## src/rtl/tdc_incr_scheduler.sv

```systemverilog
// Round-robin arbiter sharing one fixed-latency "+1" datapath between N_CH TDC channels.
// Latency: grant in IDLE cycle t, dp_enable at t+1, ack/result at t+L+2 (L = datapath latency).
// Backpressure: requests are level-held by the channels and arbitrated at the next IDLE; none dropped.
//
// Ports:
//   clk100, rst            clock, asynchronous active-high reset
//   req, req_data          per-channel level request and packed operands
//   ack, result, result_ch one-cycle one-hot completion, returned data, served channel index
//   err, timeout_cnt       timeout flag (valid with ack), saturating timeout count
//   busy                   high whenever the scheduler is not idle
//   dp_enable, dp_data     start strobe and held operand to the shared datapath
//   dp_done, dp_result     datapath completion strobe and output
module tdc_incr_scheduler #(
  parameter int N_CH       = 4,
  parameter int DATA_WIDTH = 32,
  parameter int TIMEOUT    = 16,
  localparam int CH_W      = (N_CH > 1) ? $clog2(N_CH) : 1
) (
  input  logic                       clk100,
  input  logic                       rst,
  input  logic [N_CH-1:0]            req,
  input  logic [N_CH*DATA_WIDTH-1:0] req_data,
  output logic [N_CH-1:0]            ack,
  output logic [DATA_WIDTH-1:0]      result,
  output logic [CH_W-1:0]            result_ch,
  output logic                       err,
  output logic                       busy,
  output logic [7:0]                 timeout_cnt,
  output logic                       dp_enable,
  output logic [DATA_WIDTH-1:0]      dp_data,
  input  logic                       dp_done,
  input  logic [DATA_WIDTH-1:0]      dp_result
);

  localparam int CNT_W = (TIMEOUT > 2) ? $clog2(TIMEOUT) : 1;

  localparam logic [1:0] S_IDLE  = 2'd0;
  localparam logic [1:0] S_ISSUE = 2'd1;
  localparam logic [1:0] S_WAIT  = 2'd2;
  localparam logic [1:0] S_DONE  = 2'd3;

  logic [1:0]            state;
  logic [CH_W-1:0]       ptr;
  logic [CNT_W-1:0]      wait_cnt;

  logic [N_CH-1:0]       rot_req;
  logic [CH_W:0]         cand;
  logic                  found;
  logic [CH_W-1:0]       grant;
  logic [CH_W:0]         ptr_inc;
  logic [CH_W-1:0]       next_ptr;
  logic [DATA_WIDTH-1:0] sel_data;

  // Rotate requests so bit 0 is the channel at ptr; the lowest set bit of the
  // rotated vector is the round-robin winner, mapped back by adding ptr mod N_CH.
  always_comb begin
    rot_req = N_CH'({req, req} >> ptr);
    found   = 1'b0;
    grant   = '0;
    cand    = '0;
    for (int i = 0; i < N_CH; i++) begin
      if (!found && rot_req[i]) begin
        found = 1'b1;
        cand  = {1'b0, ptr} + (CH_W+1)'(i);
        if (cand >= (CH_W+1)'(N_CH)) begin
          cand = cand - (CH_W+1)'(N_CH);
        end
        grant = cand[CH_W-1:0];
      end
    end
  end

  always_comb begin
    ptr_inc  = {1'b0, grant} + 1'b1;
    next_ptr = (ptr_inc >= (CH_W+1)'(N_CH)) ? '0 : ptr_inc[CH_W-1:0];
  end

  // Operand mux with constant part-select bases.
  always_comb begin
    sel_data = '0;
    for (int i = 0; i < N_CH; i++) begin
      if (grant == CH_W'(i)) begin
        sel_data = req_data[i*DATA_WIDTH +: DATA_WIDTH];
      end
    end
  end

  always_ff @(posedge clk100 or posedge rst) begin
    if (rst) begin
      state       <= S_IDLE;
      ptr         <= '0;
      wait_cnt    <= '0;
      result      <= '0;
      result_ch   <= '0;
      err         <= 1'b0;
      timeout_cnt <= '0;
      dp_data     <= '0;
    end else begin
      case (state)
        S_IDLE: begin
          if (found) begin
            result_ch <= grant;
            dp_data   <= sel_data;
            ptr       <= next_ptr;
            state     <= S_ISSUE;
          end
        end
        S_ISSUE: begin
          wait_cnt <= '0;
          state    <= S_WAIT;
        end
        S_WAIT: begin
          if (dp_done) begin
            result <= dp_result;
            err    <= 1'b0;
            state  <= S_DONE;
          end else if (wait_cnt == CNT_W'(TIMEOUT-1)) begin
            result <= '0;
            err    <= 1'b1;
            if (timeout_cnt != 8'hFF) begin
              timeout_cnt <= timeout_cnt + 8'd1;
            end
            state  <= S_DONE;
          end else begin
            wait_cnt <= wait_cnt + 1'b1;
          end
        end
        S_DONE: begin
          state <= S_IDLE;
        end
        default: begin
          state <= S_IDLE;
        end
      endcase
    end
  end

  // Strobes decode straight from state so reset clears them immediately.
  assign busy      = (state != S_IDLE);
  assign dp_enable = (state == S_ISSUE);

  always_comb begin
    ack = '0;
    for (int i = 0; i < N_CH; i++) begin
      ack[i] = (state == S_DONE) && (result_ch == CH_W'(i));
    end
  end

endmodule

```

## config.mk

```make
export PLATFORM = sky130hd
export DESIGN_NAME = tdc_incr_scheduler
export DESIGN_NICKNAME = d
export VERILOG_FILES = /design/src/rtl/tdc_incr_scheduler.sv
export SDC_FILE = /design/constraint.sdc
export NUM_CORES = 1
export LEC_CHECK = 0
export BUFFER_PORTS_ARGS = -buffer_cell sky130_fd_sc_hd__buf_4
export CORE_AREA = 3 3 111 92
export CTS_BUF_LIST = sky130_fd_sc_hd__clkbuf_16
export DETAILED_ROUTE_END_ITERATION = 7
export DIE_AREA = 0 0 114 95
export PLACE_DENSITY = 0.82
export SETUP_SLACK_MARGIN = 0.02
export SYNTH_ARGS = -nofsm -noshare
export SYNTH_HDL_FRONTEND = slang
export SYNTH_SLANG_ARGS = --single-unit
```

## constraint.sdc

```tcl
create_clock -name clk100 -period 5.99 [get_ports clk100]
set_input_delay 0.2995 -clock clk100 [delete_from_list [all_inputs] [get_ports clk100]]
set_output_delay 0.2995 -clock clk100 [all_outputs]
set_load 0.03 [all_outputs]
```

Word level (Yosys, flattened, before mapping)
Cells that the tools add are included.
{ "word_totals": {"register_bits": 83, "memories": 0, "word_cells": 89, "romBits": 0, "mem_bits_rw": 0, "latch_bits": 0, "inputBits": 167} }
{ "classes": {"muxes": 28, "add_sub_neg": 10, "order_cmp": 5, "div": 0, "bitwise_logic": 1, "n_eq_ne": 15, "reduce_logical": 21, "multipliers": 0, "shift": 1} }
{ "ops": {"columns": ["op", "n"], "rows": [
  ["$mux 32", 6],
  ["$mux 2", 12],
  ["$eq 2x2->1 const B", 6],
  ["$ge 3x3->1 const B", 4],
  ["$add 8x1->8 const B", 1],
  ["$mux 4", 2],
  ["$ne 8x8->1 const B", 1],
  ["$pmux 2 s4", 1],
  ["$pmux 4 s2", 1],
  ["$shr 8x2->4", 1],
  ["$sub 2x1->2 const B", 4],
  ["$logic_and 1x1->1", 7],
  ["$add 2x1->3 const B", 2],
  ["$add 2x2->3 const B", 2],
  ["$eq 2x1->1 const B", 3],
  ["$logic_not 2->1", 3],
  ["$mux 1", 6],
  ["$ne 2x2->1 const B", 3],
  ["$reduce_and 2->1", 3],
  ["$reduce_bool 2->1", 3],
  ["$add 4x1->4 const B", 1],
  ["$eq 4x4->1 const B", 1],
  ["$reduce_and 4->1", 1],
  ["$ge 2x3->1 const B", 1],
  ["other kinds (4)", 6]
]} }

Depth between registers and ports, before layout
{ "logic_depth": {"ltp_word": 16, "ltp_mapped": 11, "depth_no_buf": 9} }

Worst setup path after synthesis
No wires, ideal clock.
{ "synth_path": {"path_kind": "register to register", "start": "reg ptr[1]", "end": "reg dp_data[0]", "t_arrival_ps": 1930, "required_ps": 5864, "path_stages_with_launch": 11, "period_less_slack_ps": 2056, "setup_slack_ps": 3934, "path_buffers": 2, "cell_sequence": "dfrtp_1 a21oi_1 o21a_1 o22ai_1 inv_1 ha_1 buf_2 buf_1 a221o_1 a22oi_1 o21ai_0"} }
{ "synth_between": {"elab_chain_cells": 16, "elab_cells_between_ends": 39, "cone_classes": "add/sub (7); order compare (4); eq/ne (3); shift (1); mux (16); reduce/logical (8)"} }
{ "synth_lines": {"columns": ["item", "line_no", "rtl"], "rows": [
  ["start: declaration", "43", "logic [CH_W-1:0] ptr;"],
  ["start signal: assignment", "104", "ptr <= next_ptr;"],
  ["branches (longest 10 deep; another with $add 2x1->3)", null, null],
  ["$mux 2 *", "62", "if (!found && rot_req[i]) begin"],
  ["via grant[1]", "49", "logic [CH_W-1:0] grant;"],
  ["$logic_not 2->1", "82", "if (grant == CH_W'(i)) begin"],
  ["$mux 32 (3 in a row)", "82", null],
  ["$mux 32 *", "82", null],
  ["end signal: assignment", "103", "dp_data <= sel_data;"],
  ["end: declaration", "30", "output logic [DATA_WIDTH-1:0] dp_data,"]
]} }
Mark *: on every way through the listed nets, which the timed path passes.
A chain may end at the register's enable or synchronous reset.

Worst setup path in the final report
{ "layout_path": {"start": "reg ptr[1]", "end": "reg dp_data[24]"} }
{ "layout_between": {"elab_chain_cells": 16, "elab_cells_between_ends": 39, "cone_classes": "add/sub (7); order compare (4); eq/ne (3); shift (1); mux (16); reduce/logical (8)"} }
{ "layout_lines": {"columns": ["item"], "rows": [
  ["branches (longest 16 deep; another with $add 2x1->3)"]
]} }
Parallel ways; which one is timed is not known.

==> impl_metrics.csv <==
group,metric,value,unit
global_route,grt_pass1_wl,21.18,mm
setup_path,required,6.17,ns
setup_path,reg2reg_to,"dp_data[24]$_DFFE_PP0P_",
sta,layout_setup_ws,3.209,ns
synthesis,ys.warnings.count,0,
synthesis,syn_area,4342,um2
routing,drc_errors,0,
setup_path,rr_startpoint,"ptr[1]$_DFFE_PP0P_",
clocking,h-tree-depth,3,
clocking,postCtsResizedCells,0,
clocking,cts_root_buf,"clkbuf_16",
sta,finalSetupTns,0,ns
routing,drtPass1Iterations,5,
sta,finalMaxSlewViolations,0,
synthesis,synth_seq_cells,83,
synthesis,yosys-top-cells-area,"dfrtp_1 48%, a221o_1 7.1%, a22o_1 6.7%",
sta,fin_crit_sh,46.43,%
setup_path,crit_path_end_kind,"register",
clocking,cts_buffers,9,
routing,ant_nets,0,
final_layout,nets,843,
synthesis,syn_nets,618,
routing,via_per_inst,5.529,
synthesis,synthCells,440,
final_layout,final_cell_mix,"251 x buf_4, 83 x dfrtp_1, 44 x nand2_1, 41 x inv_1, 40 x a21oi_1",
place,dp_hpwl,10.27,mm
place,io_buffers,247,
setup_path,critPathLaunchType,"register",
hold_path,hold_end,"result[8]$_DFFE_PP0P_",
clocking,clk_pin_slew_worst_paths,0.07,ns
routing,wire_per_inst,17.76,um
final_layout,drive_above_1_share,42.24,%
synthesis,synth.distinct_cells,47,
floorplan,die_h,95,um
hold_path,hold_start,"dp_result[8]",
hold_path,hold_path_class,"in2reg",
power_and_ir_drop,p_leak,3.417,nW
global_route,overflow,0,
clocking,cts_sinks,83,
global_route,grt_usage,24.85,%
setup_path,worstPathMaxFanout,34,
clocking,cts_hold_buf,0,
place,pre_cts_ws,3.250,ns
status,status,"finished, final reports clean",
final_layout,antenna_cells,0,
clocking,cts_tree,"done",
floorplan,rows,31,
job,maxCapViolations,0,
floorplan,die-area,10830,um2
clocking,clock_path_buffers,2,
floorplan,core-area,9076,um2
place,gp_congestion,0.9078,
setup_path,critPathArrivalTime,2.96,ns
final_layout,final_area,6516,um2
sta,skew,0.006909,ns
routing,drt_iter0_markers,209,
setup_path,worstRegToRegCells,10,
synthesis,yosys.area.top_type,"dfrtp_1",
routing,drt_wl_total,13.94,mm
global_route,grt_max_degree,84,
floorplan,io_pins,248,
sta,post-route-min-period,2.781,ns
power_and_ir_drop,max-vdd-ir-drop,0.2927,mV
sta,rsz0062_at_grt,"no",
synthesis,yosys.area.top_type_share,47.84,%
final_layout,area_growth_syn_to_layout,50.09,%
final_layout,final_util,71.79,%
power_and_ir_drop,power.density,514.0,nW/um2
global_route,antenna_found_initial,0,
sta,slew-limit-headroom,14.07,%
setup_path,ff2ff_setup_slack,3.21,ns
sta,finalSetupViolCount,0,
sta,fmax,359.6,MHz
sta,worst_pin_slew,1.289,ns
floorplan,initial_core_util,47.84,%
sta,hold_violations,0,
synthesis,seq_area_frac_synth,47.84,%
hold_path,min_path_cells,2,
final_layout,final.fill_count,703,
place,dpl_cell_area,6187,um2
routing,via_count,4340,
global_route,grt_pass1_vias,4207,
final_layout,final_common_cell,"buf_4",
clocking,clock_latency,0.33,ns
setup_path,crit_type,"reg2reg",
clocking,cts_setup_buffers,0,
synthesis,avgSynthCellArea,9.867,um2
floorplan,die_w,114,um
==> where the power goes <==
part | total [mW] | switching [mW] | internal [mW] | leakage, nW
logic | 1.81 | 1.07 | 0.740 | 2.20
registers | 0.925 | 0.141 | 0.785 | 1.06
clock network | 0.610 | 0.238 | 0.372 | 0.161
==> cell families after synthesis <==
group / after synthesis / synth area share (%)
AO/OA/AOI/OAI: 183 / 30.09
flip-flops: 83 / 47.84
buffers and inverters: 79 / 8.040
AND/OR/NAND/NOR: 72 / 8.012
adder cells (fa/ha/maj): 11 / 3.170
multiplexers: 7 / 1.844
XOR/XNOR: 5 / 1.009
==> sequential cells by signal, summed over array words and instances (netlist names) <==
register,flops
result,32
ptr,2
timeout_cnt,8
result_ch,2
state,2
dp_data,32
err,1
wait_cnt,4
==> critical path, cell delays in order, from the launching register on <==
cell     delay, ns
dfrtp_1       0.44
a21oi_1       0.10
o21a_1        0.17
o22ai_1       0.32
ha_1          0.22
buf_4         0.35
nor2b_2       0.20
buf_4         0.26
a221o_1       0.32
a22oi_1       0.15
o21ai_0       0.11
==> routing by layer <==
| metal | routed length (um) | part of all wire (%) | GRT usage, % |
|---|---|---|---|
| met1 | 5216 | 37 | 29.13 |
| met2 | 7263 | 52 | 43.57 |
| met3 | 1266 | 9.1 | 8.520 |
| met4 | 195 | 1.4 | 6.924 |
| met5 | 0 | 0 | 0 |
==> layout make-up <==
class	count	area, um2	share of cell area (%)
clock buffers	9	225.2	3.456
clock inverters	7	103.9	1.594
inverters	42	158.9	2.439
multi-input cells	278	1923	29.51
flip-flops and latches	83	2077	31.87
well taps	115	143.9	2.208
repair buffers	251	1884	28.92
==> cells in the mapped netlist (all sizes together) <==
master,n
nor4,1
o21a,1
ha,11
a221o,31
o31ai,1
mux2,5
o211ai,1
and4b,1
and3,3
dfrtp,83
a21oi,40
nor2b,3
nand4,3
and3b,1
a22oi,32
xor2,2
o21ai,38
a22o,33
nand2,44
o221a,1
nor2,5
a32o,1
clkbuf,18
buf,19
o22ai,1
mux2i,2
and2b,1
xnor2,3
nand3,4
and2,1
a21o,1
a31oi,1
a2bb2oi,1
inv,42
nor3,2
nand2b,2
nor3b,1
==> worst max-delay path by stage <==
stage	end	slack, ns	from	cells past startpoint
after detailed placement	dp_data[20]$_DFFE_PP0P_	3.25	ptr[1]$_DFFE_PP0P_	10
after global routing	dp_data[24]$_DFFE_PP0P_	2.96	ptr[1]$_DFFE_PP0P_	10
after global placement	dp_data[25]$_DFFE_PP0P_	3.42	ptr[1]$_DFFE_PP0P_	10
after CTS	dp_data[24]$_DFFE_PP0P_	3.23	ptr[1]$_DFFE_PP0P_	10
after floorplan	dp_data[0]$_DFFE_PP0P_	3.55	rst	1
final	dp_data[24]$_DFFE_PP0P_	3.21	ptr[1]$_DFFE_PP0P_	10
==> stage by stage <==
stage               hold slack (ns)  cells  power [mW]
global route                 0.1762    785       3.564
detailed placement           0.4711    769       2.749
global placement             0.4635    769       2.698
floorplan                    0.4392    440       2.156
finish                       0.1916    785       3.350
CTS                          0.1797    785       3.377
(Power assumes the default switching activity.)
